**config.mk**
```make
export PLATFORM = sky130hd
export DESIGN_NAME = puf_challenge_engine
export DESIGN_NICKNAME = d
export VERILOG_FILES = /design/src/rtl/puf_pkg.sv /design/src/rtl/puf_window_timer.sv /design/src/rtl/puf_challenge_engine.sv
export SDC_FILE = /design/constraint.sdc
export NUM_CORES = 1
export LEC_CHECK = 0
export CORE_MARGIN = 5
export CORE_UTILIZATION = 54
export DETAILED_ROUTE_END_ITERATION = 7
export GPL_TIMING_DRIVEN = 0
export PLACE_DENSITY = 0.84
export SYNTH_ARGS = -nofsm -noshare
export SYNTH_HDL_FRONTEND = slang
export SYNTH_HIERARCHICAL = 1
export SYNTH_SLANG_ARGS = --single-unit
```
**constraint.sdc**
```tcl
create_clock -name clk -period 4.16 [get_ports clk]
set_input_delay 0.832 -clock clk [delete_from_list [all_inputs] [get_ports clk]]
set_output_delay 0.832 -clock clk [all_outputs]
set_load 0.01 [all_outputs]
```
**src/rtl/puf_pkg.sv**
```systemverilog
// Shared types and constants for the ring-oscillator PUF control path.
// Latency: n/a (declarations only).
// Backpressure: n/a.
//
// Contents:
//   state_t   - challenge engine FSM states
//   DEF_SEL_W - default oscillator-select width
//   COUNT_W   - width of the oscillator counters feeding the comparator
//   timer_w() - bit width needed to hold the longest window/settle length
package puf_pkg;

    localparam int DEF_SEL_W = 5;
    localparam int COUNT_W   = 8;

    typedef enum logic [2:0] {
        IDLE,
        CLEAR,
        RUN,
        SETTLE,
        SAMPLE,
        DONE
    } state_t;

    // ceil(log2(max(a, b) + 1))
    function automatic int timer_w(input int a, input int b);
        int m;
        m = (a > b) ? a : b;
        return $clog2(m + 1);
    endfunction

endpackage

```
**src/rtl/puf_window_timer.sv**
```systemverilog
// Loadable down-counter that flags the final cycle of a timed interval.
// Latency: done is asserted combinationally in the last enabled cycle of the interval.
// Backpressure: none; the counter only moves while en is high.
//
// Ports:
//   clk      - system clock
//   rst_n    - synchronous reset, active high (1 = reset)
//   load     - reload the counter with load_val (wins over counting)
//   load_val - interval length minus one
//   en       - count this cycle
//   done     - en is high and the counter has reached zero
module puf_window_timer #(
    parameter int W = 9
) (
    input  logic         clk,
    input  logic         rst_n,
    input  logic         load,
    input  logic [W-1:0] load_val,
    input  logic         en,
    output logic         done
);

    logic [W-1:0] cnt;

    always_ff @(posedge clk) begin
        if (rst_n) begin
            cnt <= '0;
        end else if (load) begin
            cnt <= load_val;
        end else if (en && (cnt != '0)) begin
            cnt <= cnt - 1'b1;
        end
    end

    // Loading length-1 means an interval of L enabled cycles ends
    // on the cycle where the counter reads zero.
    assign done = en && (cnt == '0);

endmodule

```
**src/rtl/puf_challenge_engine.sv**
```systemverilog
// Issues oscillator-pair challenges, times clear/run/settle windows and builds the response word.
// Latency: N_BITS*(WIN_CYCLES+SETTLE_CYCLES+2)+1 cycles from start accept to resp_valid.
// Backpressure: holds resp/resp_valid in DONE until resp_ready; start is ignored while busy.
//
// Ports:
//   clk, rst_n         - system clock, synchronous active-high reset (1 = reset)
//   start, seed        - request a response; seed is the base challenge, taken on accept
//   osc_ena, osc_clr   - oscillator enable (RUN only) and counter clear (CLEAR only)
//   sel_a, sel_b       - oscillator pair selects: seed+2k and seed+2k+1, wrapping
//   count_a, count_b   - frozen counter values, compared in SAMPLE
//   resp, resp_valid   - response word and its valid flag
//   resp_ready         - consumer accepts the response
//   busy               - high in every state except IDLE
module puf_challenge_engine
    import puf_pkg::*;
#(
    parameter int WIN_CYCLES    = 256,
    parameter int SETTLE_CYCLES = 4,
    parameter int N_BITS        = 8,
    parameter int SEL_W         = DEF_SEL_W
) (
    input  logic               clk,
    input  logic               rst_n,
    input  logic               start,
    input  logic [SEL_W-1:0]   seed,
    output logic               osc_ena,
    output logic               osc_clr,
    output logic [SEL_W-1:0]   sel_a,
    output logic [SEL_W-1:0]   sel_b,
    input  logic [COUNT_W-1:0] count_a,
    input  logic [COUNT_W-1:0] count_b,
    output logic [N_BITS-1:0]  resp,
    output logic               resp_valid,
    input  logic               resp_ready,
    output logic               busy
);

    localparam int TW = timer_w(WIN_CYCLES, SETTLE_CYCLES);
    localparam int KW = (N_BITS > 1) ? $clog2(N_BITS) : 1;

    localparam logic [TW-1:0] RUN_LOAD    = TW'(WIN_CYCLES - 1);
    localparam logic [TW-1:0] SETTLE_LOAD = TW'(SETTLE_CYCLES - 1);
    localparam logic [KW-1:0] K_LAST      = KW'(N_BITS - 1);

    state_t        state;
    logic [KW-1:0] k;

    logic          tmr_load;
    logic [TW-1:0] tmr_val;
    logic          tmr_en;
    logic          tmr_done;

    // One timer serves both intervals: it is reloaded for RUN while in
    // CLEAR, and for SETTLE on the last RUN cycle, so each interval starts
    // from a fresh count on state entry.
    always_comb begin
        tmr_en   = (state == RUN) || (state == SETTLE);
        tmr_load = (state == CLEAR) || ((state == RUN) && tmr_done);
        tmr_val  = (state == CLEAR) ? RUN_LOAD : SETTLE_LOAD;
    end

    puf_window_timer #(
        .W (TW)
    ) u_timer (
        .clk      (clk),
        .rst_n    (rst_n),
        .load     (tmr_load),
        .load_val (tmr_val),
        .en       (tmr_en),
        .done     (tmr_done)
    );

    // All outputs are registered and updated on the transition into the
    // state that owns them, so they line up with the state register.
    // sel_a/sel_b double as the latched seed: they are loaded with seed and
    // seed+1 on accept and advance by two per bit, wrapping modulo 2^SEL_W.
    always_ff @(posedge clk) begin
        if (rst_n) begin
            state      <= IDLE;
            k          <= '0;
            resp       <= '0;
            resp_valid <= 1'b0;
            osc_ena    <= 1'b0;
            osc_clr    <= 1'b0;
            sel_a      <= '0;
            sel_b      <= '0;
            busy       <= 1'b0;
        end else begin
            case (state)
                IDLE: begin
                    if (start) begin
                        state   <= CLEAR;
                        k       <= '0;
                        resp    <= '0;
                        sel_a   <= seed;
                        sel_b   <= seed + SEL_W'(1);
                        osc_clr <= 1'b1;
                        busy    <= 1'b1;
                    end
                end

                CLEAR: begin
                    state   <= RUN;
                    osc_clr <= 1'b0;
                    osc_ena <= 1'b1;
                end

                RUN: begin
                    if (tmr_done) begin
                        state   <= SETTLE;
                        osc_ena <= 1'b0;
                    end
                end

                SETTLE: begin
                    if (tmr_done) begin
                        state <= SAMPLE;
                    end
                end

                SAMPLE: begin
                    // Raw unsigned compare of the frozen counts; a tie reads as 0.
                    resp[k] <= (count_a > count_b);
                    if (k == K_LAST) begin
                        state      <= DONE;
                        resp_valid <= 1'b1;
                    end else begin
                        state   <= CLEAR;
                        k       <= k + 1'b1;
                        sel_a   <= sel_a + SEL_W'(2);
                        sel_b   <= sel_b + SEL_W'(2);
                        osc_clr <= 1'b1;
                    end
                end

                DONE: begin
                    if (resp_ready) begin
                        state      <= IDLE;
                        resp_valid <= 1'b0;
                        busy       <= 1'b0;
                    end
                end

                default: begin
                    state <= IDLE;
                end
            endcase
        end
    end

endmodule

```
[Word level (Yosys, flattened, before mapping)]
Cells that the tools add are included.
Operators by class
  add/sub/neg operators: 5
  order comparisons: 3
  equality and inequality tests: 12
  multiplexer cells: 32
  reduce and logical (&&, ||, !) cells: 22
Operators by type and width (count)
  two-way mux 3 bit: 7
  two-way mux 5 bit: 4
  case mux 5 bit (2 select lines): 2
  two-way mux 9 bit: 2
  case mux 3 bit (6 select lines): 1
  two-way mux 8 bit: 2
  case mux 8 bit (2 select lines): 1
  != test 2 bit (second input constant): 6
  AND reduction 3 bit: 4
  adder 5 x 2 -> 5 bit (second input constant): 2
  nonzero test 2 bit: 5
  == test 3 bit (second input constant): 3
  logical NOT 9 bit: 1
  nonzero test 9 bit: 1
  subtractor 9 x 1 -> 9 bit (second input constant): 1
  bitwise mux 8 bit: 1
  > comparator 8 bit: 1
  == test 3 x 2 -> 1 bit (second input constant): 2
  two-way mux 1 bit: 6
  case mux 1 bit (2 select lines): 3
  case mux 3 bit (2 select lines): 1
  adder 5 x 1 -> 5 bit (second input constant): 1
  logical AND 1 bit: 4
  less-than comparator 3 x 4 -> 1 bit (second input constant): 1
  10 further kinds: 12
Word-level totals
  flip-flop bits (word level): 37
  bits of input ports: 25
  output and inout port bits: 22
  logic and storage cells: 84

[Logic depth before layout (Yosys ltp)]
Gate-level depths: netlist of run 1.
  word-level depth: 6
  mapped depth: 14
  gate-level depth less buffers: 12

[Hierarchy]
The synthesis of run 1 kept the hierarchy.
Modules (own cells, without submodules)
  puf_challenge_engine: times used 1, cells an instance 215, area each 1661.6 sq um, seq. area each 560.5 sq um
  puf_window_timer: times used 1, cells an instance 60, area each 500.5 sq um, seq. area each 180.2 sq um

[Least setup slack after synthesis of run 1]
No wires, ideal clock.
  path type: reg-to-reg
  from: register u_timer.cnt[3]
  to: register u_timer.cnt[6]
  library setup time: 133 ps
  arrival: 2710 ps
  data required time: 4027 ps
  setup slack: 1318 ps
  cell stages (with the launch flop): 12
  path buffers: 1
  clock period less this slack: 2842 ps
  cell sequence: dfxtp_1 -> or4_1 -> or4_2 -> nor2_1 -> nand2_1 -> nor2_1 -> a21oi_1 -> nor2_1 -> inv_1 -> clkbuf_1 -> o21bai_1 -> a21oi_1
On the way
  word-level cells in the longest chain between the ends: 5
  elaborated cells between the ends (all ways): 10
  classes of those cells: add/sub (1); mux (2); reduce/logical (7)
RTL lines
  start, declared: line puf_window_timer.sv:23  | logic [W-1:0] cnt;
  start signal, assigned: line puf_window_timer.sv:29  | cnt <= load_val;
  start signal, assigned: line puf_window_timer.sv:31  | cnt <= cnt - 1'b1;
  logical NOT 9 bit *: line puf_window_timer.sv:37  | assign done = en && (cnt == '0);
  logical AND 1 bit *: line puf_window_timer.sv:37
  net tmr_done: line puf_challenge_engine.sv:51  | logic tmr_done;
  logical AND 1 bit *: line puf_challenge_engine.sv:58  | tmr_load = (state == CLEAR) || ((state == RUN) && tmr_done);
  logical OR 1 bit *: line puf_challenge_engine.sv:58
  net tmr_load: line puf_challenge_engine.sv:48  | logic tmr_load;
  two-way mux 9 bit or nonzero test 2 bit (tied branches)
The timed path passes the listed nets; every way through them passes the cells marked *. The select of a mux whose other input is x is not followed.
A chain may end at the register's enable or synchronous reset.

[Worst setup path after layout of run 1]
  from: register state[1]
  to: register u_timer.cnt[6]
On the way
  word-level cells in the longest chain between the ends: 6
  elaborated cells between the ends (all ways): 11
  classes of those cells: eq/ne (3); mux (2); reduce/logical (6)
RTL lines
  start, declared: line puf_challenge_engine.sv:45  | state_t state;
  start signal, assigned: line puf_challenge_engine.sv:79  | state <= IDLE;
  start signal, assigned: line puf_challenge_engine.sv:92  | state <= CLEAR;
  start signal, assigned: line puf_challenge_engine.sv:103  | state <= RUN;
  == test 3 x 2 -> 1 bit: line puf_challenge_engine.sv:57  | tmr_en = (state == RUN) || (state == SETTLE);
  logical OR 1 bit *: line puf_challenge_engine.sv:57
  net tmr_en: line puf_challenge_engine.sv:50  | logic tmr_en;
  logical AND 1 bit *: line puf_window_timer.sv:37
  net tmr_done: line puf_challenge_engine.sv:51
  logical AND 1 bit *: line puf_challenge_engine.sv:58
  logical OR 1 bit *: line puf_challenge_engine.sv:58
  net tmr_load: line puf_challenge_engine.sv:48
  two-way mux 9 bit or nonzero test 2 bit (tied branches)
The timed path passes the listed nets; every way through them passes the cells marked *.

==> results of run 1 <==
[logic make-up after synthesis]
kind of cell | count (synthesis) | share of synthesized area (%)
other | 2 | 0.3474
buffers and inverters | 32 | 6.019
AND/OR/NAND/NOR | 109 | 26.22
flip-flops | 37 | 34.26
multiplexers | 1 | 0.4630
AO/OA/AOI/OAI | 73 | 21.76
adder cells (fa/ha/maj) | 14 | 8.102
XOR/XNOR | 7 | 2.836
[placed cells by master, fill, tap and decap left out, types with 8 or more instances in the layout]
cell,instances
ha_1,14
clkdlybuf4s50_1,46
buf_2,8
nand3_1,12
nand2_1,24
a21oi_1,27
o31ai_1,8
dfxtp_1,37
nor2_1,33
inv_1,16
o21ai_0,10
[per-layer routing]
layer	wire length [um]	up-vias
met1	2238	1007
met5	0	-
met3	288	10
met2	2602	49
met4	65	0
li1	-	1106
[worst paths after layout]
check | slack, ns | to
worst min-delay path | 0.46 | sel_a[0]$_SDFFE_PP0P_
worst max-delay path | 0.78 | u_timer/cnt[6]$_SDFFE_PP0P_
worst max register to register | 0.78 | u_timer/cnt[6]$_SDFFE_PP0P_
worst min register to register | 0.46 | sel_a[0]$_SDFFE_PP0P_
[state kept, by name, indices dropped and copies added, names as in the netlist, 3 cells and up]
name         cells
resp             8
u_timer/cnt      9
k                3
sel_a            5
state            3
sel_b            5
[critical path: stages (launching register included)]
cell	delay, ns
dfxtp_1	0.34
buf_2	0.21
inv_1	0.14
nor2_1	0.32
nand2_1	0.15
or4_2	0.57
nor2_1	0.23
nand2_1	0.11
nor2_1	0.09
a21oi_1	0.05
nor2_1	0.36
inv_1	0.18
clkbuf_1	0.26
o21bai_1	0.19
a21oi_1	0.05
[power by group]
group / internal (mW) / switching (mW) / total (mW) / leakage, nW
clock network: 0.195 / 0.126 / 0.321 / 0.0585
logic: 0.288 / 0.368 / 0.656 / 0.704
registers: 0.443 / 0.0885 / 0.531 / 0.303
total: 0.926 / 0.582 / 1.51 / 1.06
[layout make-up]
cell class,instances,area share [%]
repair buffers,46,16.41
well taps,50,2.230
plain buffers,16,2.498
flip-flops and latches,37,26.40
clock buffers,7,3.078
clock inverters,1,1.070
inverters,16,2.141
multi-input cells,207,46.16
[per-stage QoR]
| step | area [um^2] | hold WS, ns | util (%) | setup WS [ns] | instances |
|---|---|---|---|---|---|
| final | 2805 | 0.4636 | 71.15 | 0.7758 | 380 |
| after global routing | 2805 | 0.4917 | 71.15 | 0.3554 | 380 |
| after CTS | 2805 | 0.4703 | 71.15 | 0.7853 | 380 |
| after detailed placement | 2689 | 0.4554 | 68.20 | 0.8030 | 372 |
| after global placement | 2689 | 0.4483 | 68.20 | 0.8586 | 372 |
| after floorplan | 2166 | 0.4616 | - | 1.318 | 276 |
==> impl_metrics.env, run 1 <==
export IMPL_wire_per_inst_um=13.67
export IMPL_power_mw=1.508
export IMPL_ff2ff_path_depth=14
export IMPL_tns_ns=0
export IMPL_dieHeight_um=73.28
export IMPL_postCtsResizedCells=0
export IMPL_run_status="finished clean"
export IMPL_ys_types=49
export IMPL_yosysTopAreaCellShare_pct=34.26
export IMPL_setup_viol=0
export IMPL_nets=368
export IMPL_synth_area_leaders="dfxtp_1 34%, ha_1 8.1%, a21oi_1 6.3%"
export IMPL_numPortBuffers=46
export IMPL_ir_drop_uv=386.6
export IMPL_ys_ff_latch=37
export IMPL_maxSlewViolCount=0
export IMPL_use_met1_pct=22.40
export IMPL_tightestPinTransition_ns=0.6468
export IMPL_critPathArrivalTime_ns=3.55
export IMPL_fmax_mhz=295.5
export IMPL_relSlewSlack_pct=56.77
export IMPL_synth_common_cells="37 x dfxtp_1, 33 x nor2_1, 27 x a21oi_1, 24 x nand2_1, 16 x inv_1"
export IMPL_grt_max_degree=12
export IMPL_routed_wl_um=5195
export IMPL_syn_inst=275
export IMPL_clockBufferDepth=2
export IMPL_p_per_area_nw_per_um2=537.6
export IMPL_clkSinkCount=37
export IMPL_ctsHoldBuffers=0
export IMPL_via_per_inst=5.716
export IMPL_htree_num_levels=2
export IMPL_maxCapViolCount=0
export IMPL_drtIter0Drc=113
export IMPL_row_count=23
export IMPL_root_buffer="clkbuf_8"
export IMPL_synth_edf_count=0
export IMPL_die_w_um=73.28
export IMPL_worstPathRequired_ns=4.33
export IMPL_hold_path_class="reg -> reg"
export IMPL_rsz0062_at_grt="no"
export IMPL_post_route_min_period_ns=3.384
export IMPL_n_fill_cell=330
export IMPL_globalplace_congestion=0.8770
export IMPL_multiInputGateArea_um2=1295
export IMPL_antenna_found_initial=0
export IMPL_grt_overflow_total=0
export IMPL_yosysMostFrequentCell="dfxtp_1"
export IMPL_end_kind="register"
export IMPL_hold_start="sel_a[0]$_SDFFE_PP0P_"
export IMPL_top_usage_layer="met2"
export IMPL_first_global_vias=2116
export IMPL_async_reset_ff_share_pct=0
export IMPL_yosys_warnings=6
export IMPL_grt_use_met2_pct=38.03
export IMPL_seqCellArea_um2=740.7
export IMPL_track_usage_pct=20.64
export IMPL_crit_type="reg -> reg"
export IMPL_worstReg2RegStart="state[1]$_SDFFE_PP0P_"
export IMPL_yosysSeqAreaShare_pct=34.26
export IMPL_drive_above_1_share_pct=6.667
export IMPL_cp_startpoint="state[1]$_SDFFE_PP0P_"
export IMPL_crit_path_max_fanout=10
export IMPL_yosys_area_top_type="dfxtp_1"
export IMPL_ant_nets=0
export IMPL_post_cts_buffers=0
export IMPL_min_period_over_period_pct=81.35
export IMPL_coreArea_um2=3943
export IMPL_whs_path_depth=2
export IMPL_initial_utilization_pct=54.84
export IMPL_syn_area_um2=2162
export IMPL_insertedDiodeCount=0
export IMPL_cts_tree="yes"
export IMPL_grt_util_met3_pct=4.378
export IMPL_grt_pass1_wl_um=8811
export IMPL_cts_made_buffers=5
export IMPL_syn2layout_area_growth_pct=29.75
export IMPL_synth_area_per_cell_um2=7.862
export IMPL_die_area_um2=5369
export IMPL_remaining_drc_errors=0
export IMPL_clock_latency_ns=0.29
export IMPL_io_pins=47
export IMPL_finClkSkew_ns=0.009021
export IMPL_vias=2172
export IMPL_hold_violations=0
export IMPL_p_leak_nw=1.065
export IMPL_drt_first_pass_iters=4
export IMPL_start_kind="register"
export IMPL_dp_hpwl_um=3799
export IMPL_cts_reportedPaths_clkPinSlew_ns=0.08
export IMPL_synthFlopType="dfxtp_1"
No activity file was read; power rests on OpenSTA's default activity.
==> inputs of run 2 (changes only) <==
--- a/config.mk
+++ b/config.mk
@@ -6,10 +6,10 @@
 export NUM_CORES = 1
 export LEC_CHECK = 0
 export CORE_MARGIN = 5
-export CORE_UTILIZATION = 54
+export CORE_UTILIZATION = 46
 export DETAILED_ROUTE_END_ITERATION = 7
 export GPL_TIMING_DRIVEN = 0
-export PLACE_DENSITY = 0.84
+export PLACE_DENSITY = 0.76
 export SYNTH_ARGS = -nofsm -noshare
 export SYNTH_HDL_FRONTEND = slang
 export SYNTH_HIERARCHICAL = 1
==> constraint.sdc (replaced) <==
create_clock -name clk -period 2.91 [get_ports clk]
set_input_delay 0.582 -clock clk [delete_from_list [all_inputs] [get_ports clk]]
set_output_delay 0.582 -clock clk [all_outputs]
set_load 0.01 [all_outputs]
==> run 2 against run 1 <==
Flip-flop and latch count is the same. Fmax grew 31%. Register-to-register slack lost 0.46 ns. Combinational power grew 52%. First-iteration DRC count grew 42%.
==> impl_metrics.env, run 2 (synthesized netlist as in run 1, its figures left out) <==
export IMPL_run_status="finished clean"
export IMPL_antenna_found_initial=0
export IMPL_dpl_cell_area_um2=2694
export IMPL_p_per_area_nw_per_um2=772.8
export IMPL_drt_first_pass_iters=4
export IMPL_ctsHoldBuffers=0
export IMPL_top_usage_layer="met2"
export IMPL_min_period_over_period_pct=89.03
export IMPL_regMostFlops="u_timer/cnt"
export IMPL_numPortBuffers=46
export IMPL_finClkSkew_ns=0.009602
export IMPL_remaining_drc_errors=0
export IMPL_layout_commonest_cell="clkdlybuf4s50_1"
export IMPL_post_route_min_period_ns=2.591
export IMPL_cts_reportedPaths_clkPinSlew_ns=0.07
export IMPL_crit_path_max_fanout=6
export IMPL_crit_top_cell="or4_4"
export IMPL_htree_num_levels=2
export IMPL_worstReg2RegStart="u_timer/cnt[3]$_SDFFE_PP0P_"
export IMPL_drtIter0Drc=161
export IMPL_ff2ff_path_depth=10
export IMPL_rr_endpoint="u_timer/cnt[4]$_SDFFE_PP0P_"
export IMPL_clkSinkCount=37
export IMPL_start_kind="register"
export IMPL_cp_top_family="simple AND/OR/NAND/NOR gates"
export IMPL_worstPathRequired_ns=3.09
export IMPL_die_w_um=78.56
export IMPL_wire_per_inst_um=12.97
export IMPL_insertedDiodeCount=0
export IMPL_max_stage_delay_ns=0.57
export IMPL_dp_hpwl_um=3799
export IMPL_use_met1_pct=20.45
export IMPL_end_kind="register"
export IMPL_placed_cells=376
export IMPL_n_fill_cell=444
export IMPL_grt_overflow_total=0
export IMPL_hold_violations=0
export IMPL_drive_above_1_share_pct=9.910
export IMPL_whs_ns=0.4678
export IMPL_critPathArrivalTime_ns=2.77
export IMPL_clockBufferDepth=2
export IMPL_first_global_vias=1930
export IMPL_hold_path_class="reg -> reg"
export IMPL_crit_chain="or4_4 > or4_4 > nor2_4 > nand2_1 > nor2_1 > a21oi_1 > nor2_2 > inv_1 > and4_1 > a2111oi_1"
export IMPL_critPathBufInv=1
export IMPL_final_area_um2=2880
export IMPL_coreArea_um2=4629
export IMPL_final_cell_mix="46 x clkdlybuf4s50_1, 37 x dfxtp_1, 30 x nor2_1, 27 x a21oi_1, 24 x nand2_1"
export IMPL_ant_nets=0
export IMPL_crit_type="reg -> reg"
export IMPL_track_usage_pct=16.70
export IMPL_maxCapViolCount=0
export IMPL_nets=371
export IMPL_grt_pass1_wl_um=8397
export IMPL_preCtsSetupSlack_ns=-0.4268
export IMPL_clock_latency_ns=0.29
export IMPL_r2r_setup_slack_ns=0.32
export IMPL_cts_tree="yes"
export IMPL_rsz0062_at_grt="no"
export IMPL_dieHeight_um=78.56
export IMPL_seqCellArea_um2=740.7
export IMPL_via_per_inst=5.470
export IMPL_cts_made_buffers=5
export IMPL_multiInputGateArea_um2=1331
export IMPL_cp_slowest_cell="or4_4"
export IMPL_ir_drop_uv=443.2
export IMPL_routed_wl_um=5018
export IMPL_whs_path_depth=2
export IMPL_vias=2117
export IMPL_tightestPinTransition_ns=0.6646
export IMPL_io_pins=47
export IMPL_initial_utilization_pct=46.70
export IMPL_root_buffer="clkbuf_8"
export IMPL_row_count=25
export IMPL_reg_top3="u_timer/cnt: 9 flops, resp: 8 flops"
export IMPL_stdcell_count=387
export IMPL_syn2layout_area_growth_pct=33.22
export IMPL_grt_use_met2_pct=28.27
export IMPL_grt_max_degree=12
export IMPL_p_leak_nw=1.085
export IMPL_fin_util_pct=62.22
export IMPL_fin_ws_ns=0.3193
export IMPL_grt_util_met3_pct=3.555
export IMPL_die_area_um2=6171
export IMPL_fmax_mhz=386.0
export IMPL_largest_register_ffs=9
export IMPL_maxSlewViolCount=0
export IMPL_relSlewSlack_pct=55.58
export IMPL_min_to="sel_a[0]$_SDFFE_PP0P_"
export IMPL_setup_viol=0
export IMPL_globalplace_congestion=0.8215
export IMPL_hold_start="sel_a[0]$_SDFFE_PP0P_"
==> run 2: cell types whose count changed in the layout (fill, tap and decap cells not counted), sizes merged <==
| cell | change |
|---|---|
| buf | +4 |
| clkbuf | -1 |
| clkinvlp | +1 |
| inv | -1 |
==> run 2: how the worst max path moves through the flow <==
stage	from	to	slack, ns	depth (start not counted)
2_1_floorplan	u_timer/cnt[3]$_SDFFE_PP0P_	u_timer/cnt[6]$_SDFFE_PP0P_	0.07	11
3_3_place_gp	state[1]$_SDFFE_PP0P_	u_timer/cnt[6]$_SDFFE_PP0P_	-0.40	14
3_5_place_dp	state[1]$_SDFFE_PP0P_	u_timer/cnt[6]$_SDFFE_PP0P_	-0.43	14
4_1_cts	state[1]$_SDFFE_PP0P_	u_timer/cnt[4]$_SDFFE_PP0P_	0.007	13
5_1_grt	u_timer/cnt[3]$_SDFFE_PP0P_	u_timer/cnt[4]$_SDFFE_PP0P_	0.13	10
6_report	u_timer/cnt[3]$_SDFFE_PP0P_	u_timer/cnt[4]$_SDFFE_PP0P_	0.32	10
==> run 2: where the power goes <==
part	switching [mW]	internal [mW]
clock	0.178	0.279
sequential	0.132	0.633
combinational	0.543	0.461
==> run 2: layer usage <==
metal  up-vias  wire [um]
met3         8        186
met1       960       2413
met2        37       2338
met4         0         80
li1       1112          -
met5         -          0
==> run 2: cell type report <==
class / count / share of cell area [%]
repair buffers: 49 / 16.77
well taps: 54 / 2.346
clock inverters: 1 / 1.043
plain buffers: 16 / 2.693
flip-flops and latches: 37 / 25.72
clock buffers: 7 / 2.997
inverters: 16 / 2.215
multi-input cells: 207 / 46.22
==> run 2: repair_timing <==
item,CTS,global route
endpoints found under the hold margin,0,0
resized for setup,4,12
gates cloned,0,0
buffers inserted,1,2
pin swaps,1,2
endpoints found under the setup margin,9,9
==> run 2: worst reg2reg max path, stage by stage, from the launching register on <==
cell	delay, ns
dfxtp_1	0.36
or4_4	0.57
or4_4	0.52
nor2_4	0.13
nand2_1	0.08
nor2_1	0.08
a21oi_1	0.06
nor2_2	0.15
inv_1	0.11
and4_1	0.19
a2111oi_1	0.24
==> run 2: through the flow <==
step | TNS [ns] | total power [mW]
after detailed placement | -3.357 | 1.698
after global routing | 0 | 2.397
final | 0 | 2.226
after global placement | -3.057 | 1.671
after floorplan | 0 | 1.392
after CTS | 0 | 2.179
==> inputs of run 3 (changes only) <==
--- a/config.mk
+++ b/config.mk
@@ -6,10 +6,10 @@
 export NUM_CORES = 1
 export LEC_CHECK = 0
 export CORE_MARGIN = 5
-export CORE_UTILIZATION = 46
+export CORE_UTILIZATION = 40
 export DETAILED_ROUTE_END_ITERATION = 7
 export GPL_TIMING_DRIVEN = 0
-export PLACE_DENSITY = 0.76
+export PLACE_DENSITY = 0.71
 export SYNTH_ARGS = -nofsm -noshare
 export SYNTH_HDL_FRONTEND = slang
 export SYNTH_HIERARCHICAL = 1
==> run 3 against run 2 <==
Register-to-register slack hardly changed. Via count grew 2.2%. Design area rose by 0.74%. Clock skew up 0.0015 ns. Die area increased by 13%. Critical path type unchanged. Largest cell class unchanged. Critical path depth is 1 higher. Clock-buffer cell count down 1. First-iteration DRC count decreased by 49%. Sequential share of layout area decreased by 0.19 points.
==> impl_metrics.env, run 3 (synthesized netlist as in run 1, its figures left out) <==
export IMPL_io_pins=47
export IMPL_run_status="finished clean"
export IMPL_seqCellArea_um2=740.7
export IMPL_largest_register_ffs=9
export IMPL_antenna_found_initial=0
export IMPL_maxCapViolCount=0
export IMPL_clockBufferDepth=2
export IMPL_critPathBufInv=2
export IMPL_remaining_drc_errors=0
export IMPL_min_period_over_period_pct=88.52
export IMPL_hold_path_class="reg -> reg"
export IMPL_setup_viol=0
export IMPL_final_cell_mix="46 x clkdlybuf4s50_1, 37 x dfxtp_1, 30 x nor2_1, 27 x a21oi_1, 24 x nand2_1"
export IMPL_reg_top3="u_timer/cnt: 9 flops, resp: 8 flops"
export IMPL_finClkSkew_ns=0.01106
export IMPL_end_kind="register"
export IMPL_start_kind="register"
export IMPL_vias=2164
export IMPL_whs_path_depth=2
export IMPL_grt_max_degree=13
export IMPL_max_stage_delay_ns=0.56
export IMPL_hold_violations=0
export IMPL_tns_ns=0
export IMPL_routed_wl_um=5291
export IMPL_layout_commonest_cell="clkdlybuf4s50_1"
export IMPL_crit_type="reg -> reg"
export IMPL_insertedDiodeCount=0
export IMPL_root_buffer="clkbuf_8"
export IMPL_wire_per_inst_um=13.13
export IMPL_n_fill_cell=484
export IMPL_coreArea_um2=5172
export IMPL_cts_tree="yes"
export IMPL_cts_made_buffers=5
export IMPL_syn2layout_area_growth_pct=34.20
export IMPL_worstPathRequired_ns=3.07
export IMPL_cp_slowest_cell="or4_4"
export IMPL_fmax_mhz=388.2
export IMPL_first_global_vias=2107
export IMPL_numPortBuffers=46
export IMPL_relSlewSlack_pct=56.79
export IMPL_die_area_um2=6976
export IMPL_crit_path_max_fanout=10
export IMPL_ff2ff_path_depth=11
export IMPL_dieHeight_um=83.52
export IMPL_die_w_um=83.52
export IMPL_cp_top_family="simple AND/OR/NAND/NOR gates"
export IMPL_tightestPinTransition_ns=0.6439
export IMPL_ctsHoldBuffers=0
export IMPL_row_count=26
export IMPL_drtIter0Drc=82
export IMPL_dp_hpwl_um=3872
export IMPL_regMostFlops="u_timer/cnt"
export IMPL_crit_chain="or4_4 > or4_4 > nor2_4 > nand2_1 > nor2_1 > a21oi_1 > nor2_2 > inv_1 > clkbuf_4 > nor2_1 > a211oi_2"
export IMPL_initial_utilization_pct=41.80
export IMPL_maxSlewViolCount=0
export IMPL_grt_overflow_total=0
export IMPL_path_depth=11
export IMPL_clock_latency_ns=0.29
export IMPL_multiInputGateArea_um2=1330
export IMPL_clkSinkCount=37
export IMPL_globalplace_congestion=0.8048
export IMPL_drive_above_1_share_pct=10.21
export IMPL_p_leak_nw=1.084
export IMPL_grt_pass1_wl_um=9315
export IMPL_ir_drop_uv=525.4
export IMPL_htree_num_levels=2
export IMPL_cts_reportedPaths_clkPinSlew_ns=0.08
export IMPL_post_route_min_period_ns=2.576
export IMPL_whs_ns=0.4637
export IMPL_track_usage_pct=15.82
export IMPL_critPathArrivalTime_ns=2.74
export IMPL_p_per_area_nw_per_um2=772.9
export IMPL_nets=371
export IMPL_via_per_inst=5.370
export IMPL_ant_nets=0
export IMPL_drt_first_pass_iters=4
export IMPL_rsz0062_at_grt="no"
run 3: repair_timing:
item | in CTS | in global routing
gates resized for setup | 4 | 12
endpoints found under the setup margin | 9 | 9
buffers inserted | 1 | 2
pin swaps | 1 | 2
gates cloned | 0 | 0
run 3: area by class of cell:
| type | instances | area share (%) |
|---|---|---|
| buffer | 16 | 2.630 |
| clock buffer | 6 | 2.846 |
| clock inverter | 2 | 1.294 |
| inverter | 16 | 2.199 |
| multi-input combinational | 207 | 45.84 |
| sequential | 37 | 25.53 |
| tap | 70 | 3.019 |
| timing repair buffer | 49 | 16.65 |
run 3: power by group:
group          internal [mW]  switching (mW)  total, mW
Sequential             0.633           0.132      0.765
Combinational          0.461           0.546       1.01
Clock                  0.279           0.192      0.471
Total                   1.37           0.870       2.24
run 3: worst paths after layout:
check,startpoint,end,slack [ns]
setup / recovery,u_timer/cnt[3]$_SDFFE_PP0P_,u_timer/cnt[2]$_SDFFE_PP0P_,0.33
hold / removal,sel_a[0]$_SDFFE_PP0P_,sel_a[0]$_SDFFE_PP0P_,0.46
setup reg to reg,u_timer/cnt[3]$_SDFFE_PP0P_,u_timer/cnt[2]$_SDFFE_PP0P_,0.33
hold reg to reg,sel_a[0]$_SDFFE_PP0P_,sel_a[0]$_SDFFE_PP0P_,0.46
run 3: worst min-delay path: stages, from the launching register on:
cell     delay (ns)
dfxtp_1        0.31
nand2_1        0.05
a21oi_1        0.05
run 3: per-layer routing:
| layer | routed length [um] | up-vias | GRT usage [%] | part of all wire (%) |
|---|---|---|---|---|
| li1 | - | 1113 | - | - |
| met1 | 2441 | 995 | 18.92 | 46 |
| met2 | 2522 | 49 | 27.55 | 48 |
| met3 | 245 | 7 | 4.047 | 4.6 |
| met4 | 81 | 0 | 5.263 | 1.5 |
| met5 | 0 | - | 0 | 0 |
run 3: metrics by stage:
step	power [mW]	instances	cell area [um^2]	setup WS, ns	utilization (%)
floorplan	1.392	276	2166	0.06761	-
global placement	1.676	392	2714	-0.3945	52.47
detailed placement	1.702	392	2714	-0.4382	52.47
CTS	2.196	401	2850	0.01265	55.10
global route	2.436	403	2902	0.1402	56.10
finish	2.243	403	2902	0.3341	56.10
